`config.mk`:
```
export PLATFORM = sky130hd
export DESIGN_NAME = red_pitaya_exp_in
export DESIGN_NICKNAME = d
export VERILOG_FILES = /design/src/rtl/red_pitaya_exp_in_pkg.sv /design/src/rtl/red_pitaya_exp_in_pin.sv /design/src/rtl/red_pitaya_exp_in.sv
export SDC_FILE = /design/constraint.sdc
export NUM_CORES = 1
export LEC_CHECK = 0
export BUFFER_PORTS_ARGS = -buffer_cell sky130_fd_sc_hd__buf_2
export CAP_MARGIN = 20
export CORE_AREA = 2 2 211 213
export CTS_CLUSTER_DIAMETER = 200
export DETAILED_ROUTE_END_ITERATION = 12
export DIE_AREA = 0 0 213 215
export PLACE_DENSITY = 0.86
export SYNTH_ARGS = -nofsm -noshare
export SYNTH_HDL_FRONTEND = slang
export SYNTH_HIERARCHICAL = 1
export SYNTH_SLANG_ARGS = --single-unit
```
`constraint.sdc`:
```
create_clock -name clk_i -period 3.9 [get_ports clk_i]
set_clock_uncertainty 0.2 [all_clocks]
set_input_delay 0.975 -clock clk_i [delete_from_list [all_inputs] [get_ports clk_i]]
set_output_delay 0.975 -clock clk_i [all_outputs]
set_load 0.1 [all_outputs]
```
`src/rtl/red_pitaya_exp_in_pkg.sv`:
```
// Shared constants for the expansion-connector input conditioning block.
package red_pitaya_exp_in_pkg;

    // Default geometry: pins per bank and debounce counter width.
    localparam int DW_DEF  = 8;
    localparam int DBW_DEF = 20;

    // Register offsets within the block's bus slot (sys_addr[19:0]).
    localparam logic [19:0] REG_DBLEN = 20'h00000;
    localparam logic [19:0] REG_PSTAT = 20'h00004;
    localparam logic [19:0] REG_NSTAT = 20'h00008;
    localparam logic [19:0] REG_PRISE = 20'h0000C;
    localparam logic [19:0] REG_PFALL = 20'h00010;
    localparam logic [19:0] REG_NRISE = 20'h00014;
    localparam logic [19:0] REG_NFALL = 20'h00018;
    localparam logic [19:0] REG_MASK  = 20'h0001C;

    // Sticky latch update: clear requested bits, but a fresh edge always wins.
    function automatic logic [DW_DEF-1:0] latch_next(
        input logic [DW_DEF-1:0] cur,
        input logic [DW_DEF-1:0] clr,
        input logic [DW_DEF-1:0] set
    );
        return (cur & ~clr) | set;
    endfunction

endpackage

```
`src/rtl/red_pitaya_exp_in_pin.sv`:
```
// One expansion pin: 2-FF synchroniser, debounce filter and edge pulses.
module red_pitaya_exp_in_pin
    import red_pitaya_exp_in_pkg::*;
#(
    parameter int DBW = DBW_DEF
) (
    input  logic           clk_i,
    input  logic           rstn_i,
    input  logic           pad_i,
    input  logic [DBW-1:0] db_len_i,
    output logic           stable_o,
    output logic           rise_o,
    output logic           fall_o
);

    logic           sync1_q;
    logic           sync2_q;
    logic           stable_q;
    logic           stable_d;
    logic [DBW-1:0] cnt_q;
    logic [DBW-1:0] cnt_d;
    logic           rise_q;
    logic           rise_d;
    logic           fall_q;
    logic           fall_d;

    // Debounce decision: commit the synchronised level once it has differed
    // from the stable level for more than db_len cycles.
    always_comb begin
        stable_d = stable_q;
        cnt_d    = cnt_q;
        rise_d   = 1'b0;
        fall_d   = 1'b0;
        if (sync2_q == stable_q) begin
            cnt_d = '0;
        end else if (cnt_q >= db_len_i) begin
            stable_d = sync2_q;
            cnt_d    = '0;
            rise_d   = sync2_q;
            fall_d   = ~sync2_q;
        end else begin
            cnt_d = cnt_q + DBW'(1);
        end
    end

    // Synchroniser chain, filter state and one-cycle edge pulses.
    always_ff @(posedge clk_i or negedge rstn_i) begin
        if (!rstn_i) begin
            sync1_q  <= 1'b0;
            sync2_q  <= 1'b0;
            stable_q <= 1'b0;
            cnt_q    <= '0;
            rise_q   <= 1'b0;
            fall_q   <= 1'b0;
        end else begin
            sync1_q  <= pad_i;
            sync2_q  <= sync1_q;
            stable_q <= stable_d;
            cnt_q    <= cnt_d;
            rise_q   <= rise_d;
            fall_q   <= fall_d;
        end
    end

    assign stable_o = stable_q;
    assign rise_o   = rise_q;
    assign fall_o   = fall_q;

endmodule

```
`src/rtl/red_pitaya_exp_in.sv`:
```
// Expansion-connector input conditioning: per-pin filters, sticky edge
// latches, maskable interrupt and a small register slot on the system bus.
module red_pitaya_exp_in
    import red_pitaya_exp_in_pkg::*;
#(
    parameter int DW  = DW_DEF,
    parameter int DBW = DBW_DEF
) (
    input  logic          clk_i,
    input  logic          rstn_i,
    input  logic [DW-1:0] exp_p_pad_i,
    input  logic [DW-1:0] exp_n_pad_i,
    output logic [DW-1:0] exp_p_dat_o,
    output logic [DW-1:0] exp_n_dat_o,
    output logic          irq_o,
    input  logic [31:0]   sys_addr,
    input  logic [31:0]   sys_wdata,
    input  logic [3:0]    sys_sel,
    input  logic          sys_wen,
    input  logic          sys_ren,
    output logic [31:0]   sys_rdata,
    output logic          sys_err,
    output logic          sys_ack
);

    logic [DW-1:0]   p_stable_s, n_stable_s;
    logic [DW-1:0]   p_rise_s, p_fall_s, n_rise_s, n_fall_s;
    logic [DBW-1:0]  db_len_q, db_len_d;
    logic [2*DW-1:0] mask_q, mask_d;
    logic [DW-1:0]   p_rise_q, p_fall_q, n_rise_q, n_fall_q;
    logic [DW-1:0]   p_rise_d, p_fall_d, n_rise_d, n_fall_d;
    logic            irq_q;
    logic            irq_d;
    logic [31:0]     rdata_q, rdata_d;
    logic            ack_q;
    logic [19:0]     addr_s;
    logic [DW-1:0]   clr_s;
    logic            unused_bits_s;

    assign addr_s = sys_addr[19:0];
    assign clr_s  = sys_wdata[DW-1:0];

    // Byte selects and upper address/data bits carry no meaning here.
    assign unused_bits_s = &{1'b0, sys_sel, sys_addr[31:20], sys_wdata[31:DBW]};

    genvar g;
    generate
        for (g = 0; g < DW; g++) begin : g_pin
            red_pitaya_exp_in_pin #(.DBW(DBW)) u_p (
                .clk_i    (clk_i),
                .rstn_i   (rstn_i),
                .pad_i    (exp_p_pad_i[g]),
                .db_len_i (db_len_q),
                .stable_o (p_stable_s[g]),
                .rise_o   (p_rise_s[g]),
                .fall_o   (p_fall_s[g])
            );
            red_pitaya_exp_in_pin #(.DBW(DBW)) u_n (
                .clk_i    (clk_i),
                .rstn_i   (rstn_i),
                .pad_i    (exp_n_pad_i[g]),
                .db_len_i (db_len_q),
                .stable_o (n_stable_s[g]),
                .rise_o   (n_rise_s[g]),
                .fall_o   (n_fall_s[g])
            );
        end
    endgenerate

    // Configuration writes and sticky-latch updates (W1C, set beats clear).
    always_comb begin
        db_len_d = db_len_q;
        mask_d   = mask_q;
        p_rise_d = latch_next(p_rise_q, (sys_wen && addr_s == REG_PRISE) ? clr_s : '0, p_rise_s);
        p_fall_d = latch_next(p_fall_q, (sys_wen && addr_s == REG_PFALL) ? clr_s : '0, p_fall_s);
        n_rise_d = latch_next(n_rise_q, (sys_wen && addr_s == REG_NRISE) ? clr_s : '0, n_rise_s);
        n_fall_d = latch_next(n_fall_q, (sys_wen && addr_s == REG_NFALL) ? clr_s : '0, n_fall_s);
        if (sys_wen) begin
            case (addr_s)
                REG_DBLEN: db_len_d = sys_wdata[DBW-1:0];
                REG_MASK:  mask_d   = sys_wdata[2*DW-1:0];
                default:   db_len_d = db_len_q;
            endcase
        end else begin
            db_len_d = db_len_q;
        end
    end

    // Interrupt level from masked latches, P bank in the low half.
    always_comb begin
        irq_d = |({n_rise_q | n_fall_q, p_rise_q | p_fall_q} & mask_q);
    end

    // Read mux; reads see register values before any same-cycle write.
    always_comb begin
        rdata_d = 32'h0000_0000;
        if (sys_ren) begin
            case (addr_s)
                REG_DBLEN: rdata_d = 32'(db_len_q);
                REG_PSTAT: rdata_d = 32'(p_stable_s);
                REG_NSTAT: rdata_d = 32'(n_stable_s);
                REG_PRISE: rdata_d = 32'(p_rise_q);
                REG_PFALL: rdata_d = 32'(p_fall_q);
                REG_NRISE: rdata_d = 32'(n_rise_q);
                REG_NFALL: rdata_d = 32'(n_fall_q);
                REG_MASK:  rdata_d = 32'(mask_q);
                default:   rdata_d = 32'h0000_0000;
            endcase
        end else begin
            rdata_d = 32'h0000_0000;
        end
    end

    // Register state, interrupt and bus response.
    always_ff @(posedge clk_i or negedge rstn_i) begin
        if (!rstn_i) begin
            db_len_q <= '0;
            mask_q   <= '0;
            p_rise_q <= '0;
            p_fall_q <= '0;
            n_rise_q <= '0;
            n_fall_q <= '0;
            irq_q    <= 1'b0;
            rdata_q  <= 32'h0000_0000;
            ack_q    <= 1'b0;
        end else begin
            db_len_q <= db_len_d;
            mask_q   <= mask_d;
            p_rise_q <= p_rise_d;
            p_fall_q <= p_fall_d;
            n_rise_q <= n_rise_d;
            n_fall_q <= n_fall_d;
            irq_q    <= irq_d;
            rdata_q  <= rdata_d;
            ack_q    <= sys_wen | sys_ren;
        end
    end

    assign exp_p_dat_o = p_stable_s;
    assign exp_n_dat_o = n_stable_s;
    assign irq_o       = irq_q;
    assign sys_rdata   = rdata_q;
    assign sys_ack     = ack_q;
    assign sys_err     = 1'b0;

endmodule
```
### Word level (Yosys, flattened, before mapping)

Index checks and enable logic that the tools add are counted.
W data, S select, Z words.

| storage, ports and cells | value |
|---|---|
| input port bits | 88 |
| flip-flop bits (word level) | 502 |
| logic and storage cells | 334 |

| operators by class | value |
|---|---|
| muxes and demuxes | 102 |
| add/sub/neg operators | 16 |
| bitwise operators | 48 |
| magnitude comparators | 16 |
| reductions and logical operators | 24 |
| equal/unequal tests | 23 |

Operators with widths:

| kind | count |
|---|---|
| $mux W20 | 32 |
| $add A20 B1 Y20 const B | 16 |
| $ge A20 B20 Y1 | 16 |
| $pmux W20 S8 | 1 |
| $eq A20 B5 Y1 const B | 4 |
| $mux W1 | 64 |
| $or A8 B8 Y8 | 6 |
| $eq A20 B4 Y1 const B | 2 |
| $reduce_and A2 Y1 | 18 |
| $and A8 B8 Y8 | 4 |
| $mux W32 | 1 |
| $mux W8 | 4 |
| $not A1 Y1 | 32 |
| $not A8 Y8 | 4 |
| $eq A20 B3 Y1 const B | 1 |
| $logic_not A20 Y1 | 1 |
| $and A16 B16 Y16 | 1 |
| $eq A1 B1 Y1 | 16 |
| $reduce_or A16 Y1 | 1 |
| $logic_and A1 B1 Y1 | 4 |
| $or A1 B1 Y1 | 1 |

### Logic depth before layout (Yosys ltp)

| depth | value |
|---|---|
| word-level depth | 6 |
| gate-level depth with buffers | 10 |

### Hierarchy

Netlist, hierarchy kept.

By module, submodules not included:

| module | instances | cells each | area an instance (um^2) |
|---|---|---|---|
| red_pitaya_exp_in_pin | 16 | 170 | 1571.5 |
| red_pitaya_exp_in | 1 | 351 | 4187.8 |

### Worst setup path before layout

Ideal clock, no wire load.

| timing path | value |
|---|---|
| path type | input port to flip-flop |
| from | in sys_addr[1] |
| to | reg db_len_q[0] |
| path buffers | 1 |
| stages on the path | 5 |
| data required time | 3572 ps |
| path slack | 1306 ps |
| data arrival time | 2266 ps |
| library setup time | 128 ps |
| cells stage by stage | nor4_2 -> nand3_2 -> nor3_1 -> buf_4 -> mux2_1 |

| between the ends | value |
|---|---|
| longest elaborated chain between the ends | 2 |

RTL lines:

| element | line | RTL |
|---|---|---|
| start, declared | red_pitaya_exp_in.sv:16 | `input logic [31:0] sys_addr,` |
| $logic_not A20 Y1 | red_pitaya_exp_in.sv:79 | `case (addr_s)` |
| $reduce_and A2 Y1 (no line) | -- |  |
| end signal, assigned | red_pitaya_exp_in.sv:127 | `db_len_q <= db_len_d;` |
| end, declared | red_pitaya_exp_in.sv:28 | `logic [DBW-1:0] db_len_q, db_len_d;` |

Every way passes these cells.
A chain may end at the register's enable or synchronous reset.

### Worst setup path after layout

| timing path | value |
|---|---|
| from | reg db_len_q[13] |
| to | reg g_pin[0].u_n.cnt_q[3] |

| between the ends | value |
|---|---|
| longest elaborated chain between the ends | 3 |

RTL lines:

| element | line | RTL |
|---|---|---|
| $ge A20 B20 Y1 | red_pitaya_exp_in_pin.sv:36 | `end else if (cnt_q >= db_len_i) begin` |
| $mux W20 | red_pitaya_exp_in_pin.sv:36 |  |
| $mux W20 | red_pitaya_exp_in_pin.sv:34 | `if (sync2_q == stable_q) begin` |
| named net g_pin[0].u_n.cnt_d[3] | red_pitaya_exp_in_pin.sv:21 | `logic [DBW-1:0] cnt_d;` |
| end signal, assigned | red_pitaya_exp_in_pin.sv:59 | `cnt_q <= cnt_d;` |
| end, declared | red_pitaya_exp_in_pin.sv:20 | `logic [DBW-1:0] cnt_q;` |

The timed path passes the listed nets, and every way through them passes these cells.

==> impl_metrics.ini <==
[finish]
synthToLayoutAreaGrowth_pct = 11.0
fin_nets = 3657
final_layout_size_suffix_gt1_frac = 0.0931
mostFrequentLayoutCell = dfrtp_1
final_cell_mix = dfrtp_1 (490), nor2_1 (477), inv_1 (336), ha_1 (336), nand2_1 (238)
final_area_mm2 = 0.0326

[clock_tree]
htreeDepth = 2
postCtsHoldBufs = 0
cts_tree = done
ctsResizeCount = 0
clock-sinks = 490
clk_latency_ps = 600
post_cts_buffers = 0
clockRootBuffer = clkbuf_16
cts_buffer_depth = 3
cts_buffers = 51
clk_pin_slew_ps = 70

[pwr]
combPwrFrac = 0.038
ir_worst_vdd_mv = 0.356
p_switching_mw = 2.53
p_seq_frac = 0.475
power_density_mw_per_mm2 = 335
p_int_mw = 8.38
p_leak_nw = 14.6
clkPwrFrac = 0.487
swShare = 0.232

[routing]
final_antenna_net_count = 0
wl_mm = 78.4
wire_per_inst_um = 20.3
vias = 23700
drc = 0
dr.pass1.iters = 5
drtIter0Drc = 2107
viasPerCell = 6.12

[critical_path]
setup.worst_path.start = db_len_q[13]
end_kind = register
critical-path-top-delay-family = simple AND/OR/NAND/NOR gates
rr_startpoint = db_len_q[13]
r2r-end = g_pin[0].u_n/cnt_q[3]
cp_slowest_stage_delay_ps = 990
critical_path_class = register to register
endpoint = g_pin[0].u_n/cnt_q[3]
rrSetupSlack_ps = 420
cp-start-kind = register
worstPathCellList = buf_12 -> inv_1 -> ha_1 -> nand4_1 -> nor4_1 -> nand2_1 -> o21ai_1 -> or3b_1 -> nor2_1
path_buf_inv = 2
crit_fanout = 19
crit_cells = 9
worstPathRequired_ps = 4150
critPathArrivalTime_ps = 3730
r2r_cells = 9
slowest_stage = dfrtp_1

[yosys]
syn_area_per_cell_um2 = 9.55
yosys.area.top_type_share = 0.418
netlist_area_mm2 = 0.0293
synth_flop_cell = dfrtp_1
synth_top_area_cell = dfrtp_1
synth_area_leaders = dfrtp_1 (42%), ha_1 (14%), xor2_1 (6.2%), nor2_1 (6.1%), inv_1 (4.3%)
synth-seq-cells = 490
synth_edf_count = 0
synthArstFlopShare = 1.00
ys_types = 44
yosysSeqAreaShare = 0.418
yosys_warnings = 6
syn_inst = 3071

[placement]
routabilityCongestion = 0.927
dp_hpwl_mm = 53.6
dpl-instance-area_mm2 = 0.0307
port_buffers = 97

[timing]
setup_viol = 0
rsz0062_at_grt = no
period_minus_slack_ps = 3480
fmax_ghz = 0.287
fin_crit_sh = 0.893
worst_hold_slack_ps = 142
fin_setup_tns_ps = 0
worst_pin_slew_ps = 1170
finalHoldViolCount = 0
relSlewSlack = 0.220
slew_viol_final = 0

[die]
initial_core_util = 0.672
die_h_um = 215
rows = 77
num_io_pins = 139
dieArea_mm2 = 0.0458
core-area_mm2 = 0.0436
fp.dieW_um = 213

[worst_hold_path]
min_from = g_pin[7].u_p/sync1_q
hold_path.class = register to register

[global_route]
grt_pass1_wl_mm = 125
antenna_found_initial = 5
use_met2 = 0.559
grt_usage = 0.349
grt_pass1_vias = 24500
top_usage_layer = met2
grt_start_max_net_pins = 90
met1_usage = 0.432
grt_overflow_total = 0
grt_util_met3 = 0.0801

[job]
maxCapViolations = 0

[run_status]
status = finished clean
==> layer usage <==
metal	vias up	wire length, um
li1	10600	-
met1	11500	29300
met2	1141	36200
met3	366	7600
met4	4	5320
met5	-	32
==> worst min path at each step <==
| stage | endpoint | slack [ps] | cells after the start |
|---|---|---|---|
| 2_1_floorplan | g_pin[0].u_n/sync2_q | 130 | 0 |
| 3_3_place_gp | g_pin[7].u_p/sync2_q | 130 | 0 |
| 3_5_place_dp | g_pin[0].u_n/sync2_q | 140 | 0 |
| 4_1_cts | g_pin[7].u_p/sync2_q | 150 | 0 |
| 5_1_grt | g_pin[7].u_p/sync2_q | 140 | 0 |
| 6_report | g_pin[7].u_p/sync2_q | 140 | 0 |
==> power by group through the flow <==
stage | sequential (mW) | clock [mW] | combinational, mW
after floorplan | 5.31 | 0 | 0.156
after global placement | 5.26 | 0 | 0.398
after detailed placement | 5.27 | 0 | 0.408
after CTS | 5.17 | 5.38 | 0.414
after global routing | 5.18 | 5.61 | 0.444
final | 5.18 | 5.31 | 0.412
==> cells by family after synthesis <==
| family | share of synthesized area |
|---|---|
| AND/OR/NAND/NOR | 0.190 |
| flip-flops | 0.418 |
| adder cells (fa/ha/maj) | 0.143 |
| AO/OA/AOI/OAI | 0.0597 |
| XOR/XNOR | 0.0908 |
| buffers and inverters | 0.0630 |
| multiplexers | 0.0350 |
| other | 0.000128 |
==> registers in the layout, summed over array words and instances (netlist names), 16 cells and up <==
name / flops
db_len_q: 20
sys_rdata: 20
g_pin.u_p/cnt_q: 160
g_pin.u_n/cnt_q: 160
mask_q: 16
==> Yosys cell counts (19+ instances only) <==
cell type	count
a21oi_1	136
a31oi_1	24
and2_1	21
and3_1	82
dfrtp_1	490
ha_1	336
inv_1	336
mux2_1	20
mux2_2	32
nand2_1	238
nand2b_1	32
nand3_1	130
nand4_1	84
nor2_1	477
nor3_1	19
nor3b_1	32
o21ai_0	48
xnor2_1	96
xor2_1	208
==> through the flow <==
stage | worst slack (ps) | power [mW] | util | std cells
2_1_floorplan | 1310 | 5.47 | - | 3083
3_3_place_gp | 747 | 5.66 | 0.704 | 3771
3_5_place_dp | 695 | 5.68 | 0.704 | 3771
4_1_cts | 613 | 11.0 | 0.746 | 3866
5_1_grt | 274 | 11.2 | 0.746 | 3869
6_report | 415 | 10.9 | 0.746 | 3870
==> final cells by class <==
class	instances	area (um2)
multi-input combinational	2201	15300
clock buffer	57	1370
fill	2778	11100
timing repair buffer	153	1180
antenna	3	7.51
clock inverter	38	469
tap	592	741
inverter	336	1260
sequential	490	12300
Note: power is estimated with default switching activity, not from simulation.
